--- src/rtl/rs_relay_pkg.sv ---
// Shared helpers for the relay pipeline blocks: in-flight grace sizing and a
// constant-safe ceiling log2.
package rs_relay_pkg;

    // Words that can still arrive after full_n drops: the round trip through
    // the relay stages plus the cycle spent in the full_n register itself.
    function automatic int grace_of(input int pipeline_level);
        return 2 * pipeline_level + 1;
    endfunction

    function automatic int clog2_of(input int value);
        int result;
        result = 0;
        while ((1 << result) < value) begin
            result = result + 1;
        end
        return (result < 1) ? 1 : result;
    endfunction

endpackage

--- src/rtl/rs_relay_tail_mem.sv ---
// Simple dual-port storage: synchronous write, asynchronous read so the head
// word is visible in the same cycle the read pointer points at it.
module rs_relay_tail_mem #(
    parameter int DATA_WIDTH = 32,
    parameter int DEPTH      = 32,
    parameter int ADDR_WIDTH = 5
) (
    input  logic                  clk,
    input  logic                  we,
    input  logic [ADDR_WIDTH-1:0] waddr,
    input  logic [DATA_WIDTH-1:0] wdata,
    input  logic [ADDR_WIDTH-1:0] raddr,
    output logic [DATA_WIDTH-1:0] rdata
);

    logic [DATA_WIDTH-1:0] mem [DEPTH];

    always_ff @(posedge clk) begin
        if (we) begin
            mem[waddr] <= wdata;
        end
    end

    assign rdata = mem[raddr];

endmodule

--- src/rtl/rs_relay_tail_buffer.sv ---
// Receiving end of a registered valid/full_n relay: keeps accepting in-flight
// words after full_n drops and presents them on a first-word-fall-through port.
module rs_relay_tail_buffer
    import rs_relay_pkg::*;
#(
    parameter int DATA_WIDTH     = 32,
    parameter int PIPELINE_LEVEL = 8,
    parameter int DEPTH          = 32
) (
    input  logic                  clk,
    input  logic                  reset,
    input  logic                  if_write,
    input  logic [DATA_WIDTH-1:0] if_din,
    output logic                  if_full_n,
    output logic                  if_empty_n,
    output logic [DATA_WIDTH-1:0] if_dout,
    input  logic                  if_read,
    output logic                  overflow
);

    localparam int GRACE     = grace_of(PIPELINE_LEVEL);
    localparam int CW        = clog2_of(DEPTH + 1);
    localparam int AW        = clog2_of(DEPTH);
    localparam int FULL_MARK = DEPTH - GRACE;

    logic [CW-1:0] count_reg, count_next;
    logic [AW-1:0] wr_ptr_reg, wr_ptr_next;
    logic [AW-1:0] rd_ptr_reg, rd_ptr_next;
    logic          full_n_reg;
    logic          overflow_reg;
    logic          is_full;
    logic          pop;
    logic          wr_en;
    logic          drop;

    function automatic logic [AW-1:0] ptr_inc(input logic [AW-1:0] ptr);
        return (ptr == AW'(DEPTH - 1)) ? '0 : ptr + AW'(1);
    endfunction

    assign is_full = (count_reg == CW'(DEPTH));
    assign pop     = if_read && (count_reg != '0) && !reset;
    // A pop in the same cycle frees the slot being written, so full+pop+write is legal.
    assign wr_en   = if_write && (!is_full || pop) && !reset;
    assign drop    = if_write && is_full && !pop && !reset;

    always_comb begin
        count_next  = count_reg;
        wr_ptr_next = wr_ptr_reg;
        rd_ptr_next = rd_ptr_reg;
        if (wr_en) begin
            wr_ptr_next = ptr_inc(wr_ptr_reg);
        end
        if (pop) begin
            rd_ptr_next = ptr_inc(rd_ptr_reg);
        end
        case ({wr_en, pop})
            2'b10:   count_next = count_reg + CW'(1);
            2'b01:   count_next = count_reg - CW'(1);
            default: count_next = count_reg;
        endcase
    end

    always_ff @(posedge clk) begin
        if (reset) begin
            count_reg    <= '0;
            wr_ptr_reg   <= '0;
            rd_ptr_reg   <= '0;
            full_n_reg   <= 1'b0;
            overflow_reg <= 1'b0;
        end else begin
            count_reg    <= count_next;
            wr_ptr_reg   <= wr_ptr_next;
            rd_ptr_reg   <= rd_ptr_next;
            full_n_reg   <= (count_next < CW'(FULL_MARK));
            if (drop) begin
                overflow_reg <= 1'b1;
            end
        end
    end

    rs_relay_tail_mem #(
        .DATA_WIDTH (DATA_WIDTH),
        .DEPTH      (DEPTH),
        .ADDR_WIDTH (AW)
    ) u_mem (
        .clk   (clk),
        .we    (wr_en),
        .waddr (wr_ptr_reg),
        .wdata (if_din),
        .raddr (rd_ptr_reg),
        .rdata (if_dout)
    );

    assign if_full_n  = full_n_reg;
    assign if_empty_n = (count_reg != '0);
    assign overflow   = overflow_reg;

endmodule

--- config.mk ---
export PLATFORM = sky130hd
export DESIGN_NAME = rs_relay_tail_buffer
export DESIGN_NICKNAME = d
export VERILOG_FILES = /design/src/rtl/rs_relay_pkg.sv /design/src/rtl/rs_relay_tail_mem.sv /design/src/rtl/rs_relay_tail_buffer.sv
export SDC_FILE = /design/constraint.sdc
export NUM_CORES = 1
export LEC_CHECK = 0
export CAP_MARGIN = 30
export CORE_MARGIN = 2
export CORE_UTILIZATION = 45
export DETAILED_ROUTE_END_ITERATION = 10
export PLACE_DENSITY_LB_ADDON = 0.1
export SKIP_CTS_REPAIR_TIMING = 1
export SYNTH_ARGS = -nofsm -noshare
export SYNTH_HDL_FRONTEND = slang
export SYNTH_SLANG_ARGS = --single-unit
--- constraint.sdc ---
create_clock -name clk -period 10.64 [get_ports clk]
set_input_delay 1.596 -clock clk [delete_from_list [all_inputs] [get_ports clk]]
set_output_delay 1.596 -clock clk [all_outputs]
set_load 0.03 [all_outputs]
==> results.yml, run 1 <==
global_route:
  grt_max_degree: 127
  grt_pass1_wl_um: 137400
  antenna_found_initial: 2
  gr-usage-all-layers_pct: 21.59
  gr-total-overflow: 0
  grt_pass1_vias: 18870
synth:
  yosys_warnings: 0
  synth.top_cells.by_count: "1024 x edfxtp_1, 320 x mux4_2, 51 x nor2_1"
  synth_area_um2: 40150
  synth-edff-count: 1024
  yosysMostFrequentCell: "edfxtp_1"
  synth_top_area_share_pct: 76.59
  ys_seq_elements: 1047
  ys.flop_type: "edfxtp_1"
  ys_top_cells_by_area: "edfxtp_1 77%, mux4_2 18%, dfxtp_1 1.1%"
  seq_area_frac_synth_pct: 77.74
  syn-num-nets: 1689
  synth.largest_area_cell: "edfxtp_1"
  syn_inst: 1643
  synth_cell_type_count: 43
  syn_avg_cell_area_um2: 24.43
  async_flop_share_pct: 0
detailed_routing:
  ant_nets: 0
  first_pass_iters: 7
  wl_um: 96960
  num_vias: 18180
  routedWlPerCell_um: 31.90
  viasPerCell: 5.981
  drc: 0
  first_iter_violations: 1909
floorplanning:
  die_h_um: 302.7
  die_w_um: 302.7
  io_pins: 71
  start_util_pct: 45.43
  core_um2: 88370
  core.rowCount: 109
  die_area_um2: 91620
timing:
  drv_slew: 0
  fmax_mhz: 155.8
  timing.slew.headroom_pct: 30.70
  whs_ns: 0.4781
  tns_ns: 0
  worstMarginPinSlew_ns: 1.036
  fin_skew_ns: 0.01407
  rsz0062_at_grt: "false"
  timing.final.hold_violations: 0
  setup_violations: 0
  finalCritPeriodShare_pct: 60.34
  min_period_ns: 6.420
power_and_ir_drop:
  ir_worst_vdd_uv: 143.0
  p_leak_nw: 13.81
  power_density_nw_per_um2: 193.4
final_layout:
  diodes: 0
  largest_register_ffs: 1024
  fin_util_pct: 52.21
  areaGrowthSynthToFinish_pct: 14.93
  drive_above_1_share_pct: 31.96
  fin_nets: 1833
  final_area_um2: 46140
status:
  status: "completed"
cts:
  worstSkewPairLatency_ns: 0.65
  clock-root-buffer: "clkbuf_16"
  clkSlewWorstSetupHoldPaths_ns: 0.06
  cts_tree: "built"
  cts_buffers: 109
  htreeDepth: 3
  cts_sinks: 1047
  cts_max_path_buffers: 3
place:
  hpwl_um: 44950
  gp_congestion: 0.7144
  placedInstanceArea_um2: 42520
  io_buffer_count: 70
setup_path:
  critPathKind: "reg2out"
  timing.rr.start: "count_reg[2]"
  required_ns: 9.04
  critPathArrivalTime_ns: 4.82
  cp_max_fo: 53
  crit_path_end_kind: "primary output"
  critPathLaunchType: "register"
min_path:
  hold_start: "overflow"
  worstHoldPathType: "reg2reg"
flow_run:
  maxCapViolCount: 0
## stage by stage
step / std cells / setup slack (ns) / power [mW]
2_1_floorplan: 1643 / 6.335 / 5.120
3_3_place_gp: 2832 / 4.822 / 5.316
3_5_place_dp: 2833 / 4.822 / 5.327
4_1_cts: 3031 / 4.092 / 9.005
5_1_grt: 3039 / 4.025 / 9.209
6_report: 3039 / 4.220 / 8.923
## cells by family (layout without fill, tap and decap cells)
kind of cell,Yosys count,count (layout),synth area share [%]
compound gates,35,35,0.6078
simple gates,94,94,1.172
buf+inv,95,326,1.085
xor+xnor,5,5,0.1091
fa+ha+maj,10,10,0.3117
mux,357,357,18.97
flops,1047,1047,77.74
## power breakdown
| group | total, mW | internal (mW) | switching, mW |
|---|---|---|---|
| combinational | 0.665 | 0.340 | 0.325 |
| sequential | 4.56 | 4.54 | 0.0199 |
| clock | 3.70 | 2.17 | 1.53 |
| total | 8.92 | 7.05 | 1.87 |
## cell type report
type                       count  area [um2]
clock buffer                 138        2879
fill                        6832       42240
sequential                  1047       31230
tap                         1165        1458
inverter                       6       22.52
multi-input combinational    501        8741
timing repair buffer         122        1249
clock inverter                60       564.3
## final timing paths
path	end	slack (ns)	depth (start not counted)
min reg2reg	overflow	0.48	2
max reg2reg	if_full_n	6.71	12
min	overflow	0.48	2
max	if_dout[3]	4.22	6
## critical path, stage by stage, from the launching register on
cell,delay (ns)
dfxtp_4,0.74
buf_4,0.70
buf_4,0.78
mux4_2,0.42
mux4_2,0.50
mux2_2,0.33
clkdlybuf4s50_1,0.61
## placed cells by master, fill, tap and decap left out, types with 19 or more instances in the layout
cell | Yosys | layout
edfxtp_1 | 1024 | 1024
mux4_2 | 320 | 320
clkbuf_16 | 0 | 112
clkdlybuf4s50_1 | 0 | 70
buf_4 | 7 | 41
mux2_2 | 32 | 32
nor2_4 | 0 | 32
clkbuf_1 | 45 | 27
clkinv_2 | 0 | 23
clkinv_1 | 0 | 21
nor2_1 | 51 | 19
## per-layer routing
metal | GRT usage [%] | vias to the layer above | wire, um
met5 | 0 | - | 26
met4 | 5.043 | 4 | 2041
met3 | 3.580 | 147 | 5606
met2 | 36.37 | 600 | 49260
met1 | 29.80 | 10030 | 40020
li1 | - | 7393 | -
Power figures use the tool's default switching activity.
==> run 2, diff against run 1 <==
- clock period: 10.64 -> 5.15 ns (I/O delays scaled with it)
==> run 2 against run 1 <==
Net effect: core utilization rose by 0.62 points; routed wire length is 2.5% lower; largest cell class unchanged; critical path type unchanged; highest routed layer unchanged; setup slack worse by 3.7 ns; clock power increased by 110%.
==> results.yml, run 2 (same netlist as run 1, synthesis figures left out) <==
global_route:
  top_usage_layer: "met2"
  grt_util_met3_pct: 3.015
  met2_usage_pct: 35.41
  antenna_found_initial: 1
  grt_max_degree: 65
  gr-usage-all-layers_pct: 21.20
  grt_pass1_vias: 19050
  gr-total-overflow: 0
  grt_pass1_wl_um: 135700
  met1_usage_pct: 29.37
timing:
  setup_violations: 0
  whs_ns: 0.4810
  timing.slew.headroom_pct: 29.36
  finalCritPeriodShare_pct: 89.40
  worstMarginPinSlew_ns: 1.056
  fin_skew_ns: 0.01938
  fmax_mhz: 217.2
  min_period_ns: 4.604
  rsz0062_at_grt: "false"
  drv_slew: 0
  layout_setup_ws_ns: 0.5460
  timing.final.hold_violations: 0
  tns_ns: 0
flow_run:
  maxCapViolCount: 0
cts:
  worstSkewPairLatency_ns: 0.68
  clkSlewWorstSetupHoldPaths_ns: 0.06
  cts_max_path_buffers: 3
  cts_buffers: 108
  clock-root-buffer: "clkbuf_16"
  cts_sinks: 1047
  htreeDepth: 3
  cts_tree: "built"
floorplanning:
  core.rowCount: 109
  die_area_um2: 91620
  die_h_um: 302.7
  io_pins: 71
  start_util_pct: 45.43
  die_w_um: 302.7
  core_um2: 88370
setup_path:
  required_ns: 4.38
  reg2reg_depth: 12
  critPathKind: "reg2out"
  critPathArrivalTime_ns: 3.83
  critPathLaunchType: "register"
  worst_path_max_delay_cell: "clkdlybuf4s50_1"
  slowest_delay_ns: 0.62
  path_cells: "buf_12 > buf_12 > mux4_2 > mux4_2 > mux2_2 > clkdlybuf4s50_1"
  crit_path_end_kind: "primary output"
  cp_max_fo: 33
place:
  io_buffer_count: 70
  hpwl_um: 51150
  gp_congestion: 0.7498
  post-place-cells: 2869
  place_ws_ns: 0.9245
final_layout:
  diodes: 0
  seqCellArea_um2: 31230
  areaGrowthSynthToFinish_pct: 16.30
  fin_nets: 1866
  fillCellCount: 6783
  layout_commonest_cell: "edfxtp_1"
  stdcell_count: 3073
  largest_register_ffs: 1024
  layout_common_cells: "1024 x edfxtp_1, 320 x mux4_2, 114 x clkbuf_16, 70 x clkdlybuf4s50_1, 61 x buf_4"
  multiInputGateArea_um2: 8741
  fin_util_pct: 52.83
  drive_above_1_share_pct: 33.75
power_and_ir_drop:
  power_density_nw_per_um2: 400.1
  ir_worst_vdd_uv: 319.0
  p_leak_nw: 14.09
detailed_routing:
  first_pass_iters: 7
  wl_um: 94580
  routedWlPerCell_um: 30.78
  num_vias: 17940
  ant_nets: 0
  drc: 0
  viasPerCell: 5.837
  first_iter_violations: 1607
status:
  status: "completed"
min_path:
  hold_path_depth: 2
  worstHoldPathType: "reg2reg"
==> run 2: changes by cell type in the layout (fill, tap and decap cells not counted), sizes merged <==
cell and change:
buf +31, bufinv +3, clkbuf -6, inv +4
clkinvlp +3, clkinv -1
==> run 2: where the power goes <==
part           leakage [nW]  internal, mW  total [mW]  switching (mW)
Clock                  1.74          4.61        7.82            3.21
Sequential             9.40          9.39        9.43          0.0411
Combinational          2.94         0.743        1.43           0.685
Total                  14.1          14.7        18.7            3.94
==> run 2: cell type report <==
| class | count | share of cell area, % |
|---|---|---|
| Multi-Input combinational cell | 501 | 18.72 |
| Clock buffer | 129 | 6.048 |
| Inverter | 6 | 0.04824 |
| Timing Repair Buffer | 156 | 3.594 |
| Tap cell | 1165 | 3.122 |
| Sequential cell | 1047 | 66.88 |
| Clock inverter | 69 | 1.586 |
==> run 2: stage by stage <==
stage | instance area (um2) | power, mW
floorplan | 40150 | 10.58
global placement | 42990 | 11.04
global route | 46690 | 19.26
finish | 46690 | 18.68
CTS | 46550 | 18.87
detailed placement | 42990 | 11.06
==> run 2: critical path, delay by kind of cell (launching register included) <==
| kind | cells | cell delay (ns) |
|---|---|---|
| buf+inv | 3 | 1.16 |
| flops | 1 | 0.58 |
| mux | 3 | 1.37 |
==> run 2: routing by layer <==
| layer | up-vias | routed length, um |
|---|---|---|
| li1 | 7467 | - |
| met2 | 485 | 47520 |
| met1 | 9829 | 40080 |
| met5 | - | 13 |
| met3 | 154 | 4526 |
| met4 | 2 | 2432 |
==> run 2: worst paths after layout <==
path	startpoint	to	slack (ns)
setup / recovery	register	if_dout[3]	0.55
hold / removal	overflow	overflow	0.48
setup reg to reg	count_reg[2]	if_full_n	1.32
hold reg to reg	overflow	overflow	0.48
